--- src/rtl/cascade_ctrl.sv ---
// PIC cascade controller: role resolution, INTA pulse FSM, CAS bus drive/match.
// Optional build macro CASCADE_TIMEOUT_EN adds a watchdog that aborts a sequence stuck in G1/G2.
module cascade_ctrl #(
    parameter int CAS_W      = 3,
    parameter int NUM_SLAVES = 2**CAS_W,
    parameter int TO_CYC     = 255
) (
    input  logic                  clk,
    input  logic                  rst_n,
    input  logic                  sp_en_n,
    input  logic                  buf_mode,
    input  logic                  ms_cfg,
    input  logic                  sngl,
    input  logic                  mode8080,
    input  logic [NUM_SLAVES-1:0] slave_map,
    input  logic [CAS_W-1:0]      slave_id,
    input  logic [CAS_W-1:0]      ack_irq,
    input  logic                  ack_vld,
    input  logic                  inta_n,
    input  logic [CAS_W-1:0]      cas_i,
    output logic [CAS_W-1:0]      cas_o,
    output logic                  cas_oe,
    output logic                  is_master,
    output logic                  vec_en,
    output logic                  cas_rel,
    output logic                  to_err
);

    typedef enum logic [2:0] {
        S_IDLE = 3'd0,
        S_P1   = 3'd1,
        S_G1   = 3'd2,
        S_P2   = 3'd3,
        S_G2   = 3'd4,
        S_P3   = 3'd5
    } state_t;

    if ((NUM_SLAVES != 2**CAS_W) || (TO_CYC < 1)) begin : g_bad_cfg
        $error("cascade_ctrl: NUM_SLAVES must equal 2**CAS_W and TO_CYC must be positive");
    end

    state_t             state_r;
    state_t             state_nxt_s;
    logic               inta_q_r;
    logic               fall_s;
    logic               rise_s;
    logic               role_s;
    logic               start_s;
    logic               samp_s;
    logic               id_hit_s;
    logic               to_hit_s;
    logic               oe_s;
    logic               vec_s;
    logic               mode_r;
    logic               sngl_r;
    logic               casc_r;
    logic               match_r;
    logic               rel_pend_r;
    logic [CAS_W-1:0]   ack_r;
    logic [CAS_W-1:0]   cas_o_r;
    logic               cas_oe_r;
    logic               is_master_r;
    logic               vec_en_r;
    logic               cas_rel_r;

    assign fall_s   = inta_q_r & ~inta_n;
    assign rise_s   = ~inta_q_r & inta_n;
    assign role_s   = sngl ? 1'b1 : (buf_mode ? ms_cfg : sp_en_n);
    assign start_s  = (state_r == S_IDLE) & fall_s;
    assign samp_s   = (state_r == S_G1) & fall_s;
    assign id_hit_s = (cas_i == slave_id) & ~is_master_r;

`ifdef CASCADE_TIMEOUT_EN
    localparam int CNT_W = ($clog2(TO_CYC + 1) > 8) ? $clog2(TO_CYC + 1) : 8;

    logic [CNT_W-1:0] cnt_r;
    logic             to_err_r;

    assign to_hit_s = ((state_r == S_G1) || (state_r == S_G2)) && (cnt_r == CNT_W'(TO_CYC));
    assign to_err   = to_err_r;

    // Watchdog: cycles spent in the current state, restarted on every transition.
    always_ff @(posedge clk or negedge rst_n) begin
        if (!rst_n) begin
            cnt_r    <= {CNT_W{1'b0}};
            to_err_r <= 1'b0;
        end else begin
            to_err_r <= to_hit_s;
            if (state_nxt_s != state_r) begin
                cnt_r <= {CNT_W{1'b0}};
            end else begin
                cnt_r <= cnt_r + {{(CNT_W-1){1'b0}}, 1'b1};
            end
        end
    end
`else
    assign to_hit_s = 1'b0;
    assign to_err   = 1'b0;
`endif

    // INTA pulse sequencer next state; watchdog abort only applies in the gaps.
    always_comb begin
        state_nxt_s = state_r;
        case (state_r)
            S_IDLE:  state_nxt_s = fall_s ? S_P1 : S_IDLE;
            S_P1:    state_nxt_s = rise_s ? S_G1 : S_P1;
            S_G1: begin
                if (to_hit_s)    state_nxt_s = S_IDLE;
                else if (fall_s) state_nxt_s = S_P2;
                else             state_nxt_s = S_G1;
            end
            S_P2: begin
                if (rise_s)      state_nxt_s = mode_r ? S_G2 : S_IDLE;
                else             state_nxt_s = S_P2;
            end
            S_G2: begin
                if (to_hit_s)    state_nxt_s = S_IDLE;
                else if (fall_s) state_nxt_s = S_P3;
                else             state_nxt_s = S_G2;
            end
            S_P3:    state_nxt_s = rise_s ? S_IDLE : S_P3;
            default: state_nxt_s = S_IDLE;
        endcase
    end

    assign oe_s  = (state_r != S_IDLE) & is_master_r & casc_r & ~sngl_r & ~to_hit_s;
    assign vec_s = ((state_r == S_P2) || (state_r == S_P3)) & (is_master_r ? ~casc_r : match_r);

    // Sequence state, frozen role/config snapshot and registered pad/bus controls.
    always_ff @(posedge clk or negedge rst_n) begin
        if (!rst_n) begin
            state_r     <= S_IDLE;
            inta_q_r    <= 1'b1;
            is_master_r <= 1'b1;
            mode_r      <= 1'b0;
            sngl_r      <= 1'b0;
            casc_r      <= 1'b0;
            ack_r       <= {CAS_W{1'b0}};
            match_r     <= 1'b0;
            rel_pend_r  <= 1'b0;
            cas_o_r     <= {CAS_W{1'b0}};
            cas_oe_r    <= 1'b0;
            vec_en_r    <= 1'b0;
            cas_rel_r   <= 1'b0;
        end else begin
            state_r    <= state_nxt_s;
            inta_q_r   <= inta_n;
            rel_pend_r <= samp_s & id_hit_s;
            cas_rel_r  <= rel_pend_r;
            cas_oe_r   <= oe_s;
            cas_o_r    <= oe_s ? ack_r : {CAS_W{1'b0}};
            vec_en_r   <= vec_s;
            // The held role doubles as the role snapshot for the whole sequence.
            if ((state_r == S_IDLE) && !fall_s) begin
                is_master_r <= role_s;
            end
            if (start_s) begin
                mode_r  <= mode8080;
                sngl_r  <= sngl;
                ack_r   <= ack_irq;
                casc_r  <= is_master_r & ~sngl & ack_vld & slave_map[ack_irq];
                match_r <= 1'b0;
            end else if (samp_s) begin
                match_r <= id_hit_s;
            end
        end
    end

    assign cas_o     = cas_o_r;
    assign cas_oe    = cas_oe_r;
    assign is_master = is_master_r;
    assign vec_en    = vec_en_r;
    assign cas_rel   = cas_rel_r;

endmodule

--- config.mk ---
export PLATFORM = sky130hd
export DESIGN_NAME = cascade_ctrl
export DESIGN_NICKNAME = d
export VERILOG_FILES = /design/src/rtl/cascade_ctrl.sv
export SDC_FILE = /design/constraint.sdc
export NUM_CORES = 1
export LEC_CHECK = 0
export ABC_AREA = 1
export BUFFER_PORTS_ARGS = -buffer_cell sky130_fd_sc_hd__buf_4
export CORE_MARGIN = 2
export CORE_UTILIZATION = 43
export DETAILED_ROUTE_END_ITERATION = 7
export GPL_ROUTABILITY_DRIVEN = 0
export PLACE_DENSITY = 0.73
export REMOVE_ABC_BUFFERS = 1
export SLEW_MARGIN = 20
export SYNTH_ARGS = -nofsm -noshare
export SYNTH_HDL_FRONTEND = slang
export SYNTH_SLANG_ARGS = --single-unit
export TNS_END_PERCENT = 50
--- constraint.sdc ---
create_clock -name clk -period 1.2 [get_ports clk]
set_input_delay 0.12 -clock clk [delete_from_list [all_inputs] [get_ports clk]]
set_output_delay 0.12 -clock clk [all_outputs]
set_load 0.03 [all_outputs]
==> impl_metrics.csv, run 1 <==
group,metric,value,unit
run_status,outcome,"complete, but fails checks",
run_status,violations,"setup timing",
floorplanning,die_area,0.00264,mm²
floorplanning,die_h,51.4,µm
clock_network,cts_buffers,3,
hold_path,hold_path.class,"input pin to flip-flop",
sta,setup_viol,3,
yosys,synthSimpleGateAreaFrac,0.333,
yosys,ys_types,21,
finish,syn_to_final_growth,37.6,%
power,p_leak,0.723,nW
grt,grt_pass1_vias,792,
yosys,synth_fa_ha_area_frac,0,
clock_network,cts.htree.levels,1,
floorplanning,die_w,51.4,µm
yosys,yosys_warnings,0,
yosys,ys_seq_area_frac,0.495,
sta,finalClockSkew,0.00644,ns
setup_path,startpoint_type,"flip-flop",
sta,period_share,1.05,
clock_network,cts.clk_slew.worst_paths,0.11,ns
finish,drive_above_1_share,0.325,
place,dp_hpwl,1.46,mm
finish,fin_util,0.612,
setup_path,path_class,"flip-flop to flip-flop",
place,io_buffers,32,
sta,finalHoldViolCount,0,
setup_path,required,1.40,ns
grt,gr-usage-all-layers,0.164,
power,cellPowerDensity,1560,mW/mm²
clock_network,clk_latency,0.30,ns
yosys,synth_cells,122,
place,place_area,0.00126,mm²
clock_network,cts_setup_buffers,0,
setup_path,cp-end-kind,"flip-flop",
sta,max_freq,795,MHz
finish,fin_nets,190,
grt,antenna_found_initial,0,
route,dr.pass1.iters,4,
route,via_count,892,
grt,grt_pass1_wl,3.15,mm
route,routed_wl,1.92,mm
floorplanning,start_util,0.445,
sta,rsz0062_at_grt,"yes",
sta,fin_ws,-0.0580,ns
clock_network,clockRootBuffer,"clkbuf_4",
route,viasPerCell,4.67,
clock_network,cts_sinks,19,
yosys,synth_xor_area_frac,0.00907,
clock_network,cts_tree,"built",
floorplanning,core,0.00217,mm²
power,vdd.ir_drop.worst,0.847,mV
yosys,synthMuxAreaShare,0,
finish,antenna_cells,0,
route,drc_errors,0,
finish,fin_area,0.00133,mm²
grt,grt_max_degree,20,
setup_path,cp.arrival,1.46,ns
sta,maxSlewViolCount,0,
route,ant_nets,0,
route,wire_per_inst,10.1,µm
floorplanning,io_pins,34,
yosys,synth_top_family_by_area,"simple AND/OR/NAND/NOR gates",
yosys,synth_area,966,µm²
setup_path,crit_fanout,5,
yosys,synth_compound_area_frac,0.0738,
yosys,synth-seq-cells,19,
clock_network,clockBufferDepth,2,
floorplanning,row_count,17,
grt,gr-total-overflow,0,
route,drtIter0Drc,12,
run,cap_viol_max_count,0,
sta,period_needed,1.26,ns
yosys,avgSynthCellArea,7.92,µm²
==> what timing repair did <==
item,CTS,global route
hold buffers,2,0
gates resized for setup,1,4
endpoints found under the hold margin,20,0
endpoints found under the setup margin,2,11
gates cloned,0,1
pin swaps,0,3
==> final cells by class <==
type	count	area (µm²)
clock buffer	3	22.5
clock inverter	1	5.00
fill	210	841
inverter	20	77.6
multi-input combinational	83	424
sequential	19	478
tap	28	35.0
timing repair buffer	37	287
==> layout by cell type (no fill, tap or decap) <==
cell type / count
xnor2_1: 1
nor2_1: 13
dfrtp_1: 17
dlygate4sd3_1: 2
nor2_4: 4
dfstp_2: 2
nand3_1: 10
nand4_1: 3
o211ai_1: 1
conb_1: 1
nor3b_2: 1
nand2_1: 34
inv_1: 16
nor2_8: 1
nor2_2: 1
buf_4: 34
a21oi_1: 2
inv_2: 3
o21a_1: 1
nand2_4: 1
buf_6: 1
o21ai_0: 8
a31oi_1: 1
clkinv_2: 1
inv_4: 1
clkbuf_4: 3
==> state kept, by name, summed over array words and instances, names as in the netlist <==
name,count
inta_q_r,1
mode_r,1
cas_oe,1
vec_en,1
ack_r,3
match_r,1
is_master,1
cas_rel,1
rel_pend_r,1
cas_o,3
state_r,3
sngl_r,1
casc_r,1
==> stage by stage <==
step	hold WS [ns]	TNS (ns)	setup WS [ns]	std cells	total power, mW
CTS	0.0161	-0.0336	-0.0336	190	2.05
detailed placement	0.00545	-0.0117	-0.0117	184	1.71
global route	0.00611	-0.705	-0.120	191	2.25
finish	0.0194	-0.0817	-0.0580	191	2.08
floorplan	-0.176	0	0.0483	121	1.44
global placement	0.00480	0	0.0191	184	1.69
==> synth_stat cells (all sizes together) <==
| cell type | n | area, µm² |
|---|---|---|
| a31oi | 1 | 6.26 |
| conb | 1 | 3.75 |
| a21oi | 2 | 10.0 |
| buf | 1 | 7.51 |
| nor2 | 18 | 101 |
| o211ai | 1 | 7.51 |
| nand3 | 10 | 50.1 |
| dfrtp | 17 | 425 |
| o21ai | 8 | 40.0 |
| nand4 | 3 | 18.8 |
| xnor2 | 1 | 8.76 |
| o21a | 1 | 7.51 |
| inv | 20 | 75.1 |
| dfstp | 2 | 52.6 |
| nand2 | 35 | 139 |
| nor3b | 1 | 12.5 |
==> report_power, final <==
| group | total (mW) | leakage, nW | internal (mW) | switching, mW |
|---|---|---|---|---|
| registers | 0.939 | 0.245 | 0.817 | 0.122 |
| logic | 0.813 | 0.460 | 0.324 | 0.489 |
| clock network | 0.323 | 0.0177 | 0.124 | 0.199 |
==> cells by family after synthesis <==
kind of cell	Yosys count
AO/OA/AOI/OAI	13
XOR/XNOR	1
buffers and inverters	21
flip-flops	19
other	1
AND/OR/NAND/NOR	67
==> layer usage <==
layer	global-route usage	routed length, µm	vias up
met5	0	0	-
met4	0.105	48	0
met3	0.0263	93	5
met2	0.252	934	31
met1	0.214	843	395
li1	-	-	461
==> worst paths after layout <==
| path | from | endpoint | slack (ns) | cells after the start |
|---|---|---|---|---|
| worst max-delay path | inta_q_r | match_r | -0.06 | 7 |
| worst min-delay path | mode8080 | mode_r | 0.02 | 3 |
| worst max register to register | inta_q_r | match_r | -0.06 | 7 |
| worst min register to register | rel_pend_r | cas_rel | 0.37 | 0 |
| max in group asynchronous | rst_n | inta_q_r | 0.72 | 2 |
| min in group asynchronous | rst_n | sngl_r | 0.22 | 2 |
==> critical path, cell delays in order, from the launching register on <==
cell and delay, ns:
dfstp_2 0.57, inv_2 0.05, nor2_4 0.14, inv_4 0.08
nor2_8 0.14, nor2_1 0.08, nand2_1 0.06, nand2_1 0.05
Power figures use the tool's default switching activity.
==> inputs of run 2 (changes only) <==
--- a/config.mk
+++ b/config.mk
@@ -15,2 +15,3 @@
 export REMOVE_ABC_BUFFERS = 1
+export SKIP_CTS_REPAIR_TIMING = 1
 export SLEW_MARGIN = 20
==> constraint.sdc (replaced) <==
create_clock -name clk -period 1.2 [get_ports clk]
set_input_delay 0.18 -clock clk [delete_from_list [all_inputs] [get_ports clk]]
set_output_delay 0.18 -clock clk [all_outputs]
set_load 0.03 [all_outputs]
==> run 2 against run 1 <==
Against the previous run: the run still ends with setup timing left; non-clock buffer count rose by 1; critical path depth did not move; via count rose by 0.67%; clock-buffer cell count did not move; utilization rose by 0.23 points; critical endpoint unchanged; first-iteration DRC count rose by 33%; global-route usage fell by 0.12 points; sequential power fell by 2%; register-to-register slack barely moved; design area rose by 0.38%; sequential share of layout area fell by 0.14 points; power rose by 1.3%.
==> impl_metrics.csv, run 2 (synthesis results as in run 1) <==
group,metric,value,unit
setup_path,worstSetupPathDepth,7,
clock_network,clockRootBuffer,"clkbuf_4",
clock_network,cts_sinks,19,
route,via_count,898,
route,dr.pass1.iters,4,
power,sw_frac_of_total,0.389,
setup_path,cp_cell_sequence,"inv_2, nor2_4, inv_4, nor2_8, nor2_1, nand2_1, nand2_1",
route,ant_nets,0,
floorplanning,die_h,51.4,µm
clock_network,clockBufferDepth,2,
place,place_worst_setup_slack,-0.0117,ns
power,p_leak,0.728,nW
clock_network,cts.htree.levels,1,
sta,maxSlewViolCount,0,
sta,finalSetupTns,-0.0512,ns
floorplanning,row_count,17,
setup_path,cp-end-kind,"flip-flop",
hold_path,hold_path.class,"input pin to flip-flop",
power,seq_power_share,0.437,
route,wire_per_inst,10.1,µm
setup_path,r2r_start,"inta_q_r",
power,cellPowerDensity,1580,mW/mm²
finish,fin_nets,191,
setup_path,required,1.40,ns
route,routed_wl,1.94,mm
setup_path,startpoint_type,"flip-flop",
finish,mostFrequentLayoutCell,"buf_4",
setup_path,cpMaxStageDelayCell,"dfstp_2",
run_status,outcome,"complete, but fails checks",
place,dp_hpwl,1.46,mm
sta,finalHoldViolCount,0,
floorplanning,die_area,0.00264,mm²
sta,holdWs,0.0792,ns
finish,layout.cells.non_filler,192,
grt,grt_pass1_vias,786,
finish,antenna_cells,0,
place,io_buffers,32,
floorplanning,core,0.00217,mm²
setup_path,crit_buf_inv,2,
route,drtIter0Drc,16,
route,drc_errors,0,
power,vdd.ir_drop.worst,0.849,mV
setup_path,cp.arrival,1.45,ns
finish,fin_util,0.615,
run_status,violations,"setup timing",
setup_path,r2r_end,"match_r",
setup_path,crit_fanout,5,
power,switchingPower,817,µW
finish,nFillCells,209,
setup_path,cpPeakStageDelay,0.56,ns
finish,drive_above_1_share,0.323,
power,p_clk_frac,0.154,
route,viasPerCell,4.68,
grt,grt_pass1_wl,3.13,mm
setup_path,path_class,"flip-flop to flip-flop",
setup_path,critPathTopFamily,"flip-flops",
sta,max_freq,801,MHz
sta,fin_ws,-0.0481,ns
sta,period_needed,1.25,ns
floorplanning,die_w,51.4,µm
setup_path,reg2regPathDepth,7,
clock_network,cts_tree,"built",
place,placedCellCount,184,
finish,syn_to_final_growth,38.1,%
power,p_comb_frac,0.410,
floorplanning,start_util,0.445,
clock_network,cts.clk_slew.worst_paths,0.11,ns
place,place_area,0.00126,mm²
sta,finalClockSkew,0.00683,ns
floorplanning,io_pins,34,
setup_path,r2r_slack,-0.05,ns
setup_path,critPathLaunch,"inta_q_r",
finish,fin_area,0.00133,mm²
grt,gr-usage-all-layers,0.163,
grt,gr-total-overflow,0,
sta,setup_viol,3,
run,cap_viol_max_count,0,
clock_network,cts_buffers,3,
setup_path,crit_path_frequent_cell,"nand2_1",
grt,grt_max_degree,20,
grt,antenna_found_initial,0,
setup_path,cp-endpoint,"match_r",
power,intPower,1.29,mW
power,power.total,2.10,mW
clock_network,clk_latency,0.30,ns
finish,final_cell_mix,"buf_4 (35), nand2_1 (34), dfrtp_1 (17)",
sta,rsz0062_at_grt,"yes",
sta,period_share,1.04,
run 2: cell types whose count changed in the layout (fill, tap and decap cells not counted), sizes merged:
cell	change
buf	+1
run 2: layer usage:
metal | wire (µm) | track usage | vias up
met4 | 48 | 0.105 | 0
met3 | 95 | 0.0263 | 5
met1 | 852 | 0.214 | 397
met2 | 940 | 0.248 | 33
li1 | - | - | 463
met5 | 0 | 0 | -
run 2: tightest hold or removal path: cells and delay by family:
| family | cells | cell delay (ns) |
|---|---|---|
| and+or+nand+nor | 2 | 0.09 |
| buffers and inverters | 1 | 0.08 |
run 2: how the worst min path moves through the flow:
stage          depth (start not counted)     start          to  slack, ns
2_1_floorplan                          0     rst_n    ack_r[0]      -0.12
3_3_place_gp                           1     rst_n     cas_rel       0.06
3_5_place_dp                           1     rst_n  rel_pend_r       0.07
4_1_cts                                1     rst_n      sngl_r      -0.27
5_1_grt                                3  mode8080      mode_r       0.07
6_report                               3  mode8080      mode_r       0.08
run 2: final cells by class:
cell class | instances | area, µm² | area share
inverter | 20 | 77.6 | 0.0582
clock inverter | 1 | 5.00 | 0.00375
multi-input combinational | 83 | 422 | 0.316
tap | 28 | 35.0 | 0.0263
clock buffer | 3 | 22.5 | 0.0169
timing repair buffer | 38 | 294 | 0.220
sequential | 19 | 478 | 0.358
run 2: power groups by stage:
stage          clock network [mW]  logic (mW)  registers, mW
6_report                    0.323       0.861          0.919
5_1_grt                     0.361       0.967          0.945
4_1_cts                     0.333       0.765          0.935
3_5_place_dp                    0       0.761          0.949
3_3_place_gp                    0       0.748          0.944
2_1_floorplan                   0       0.444          0.994
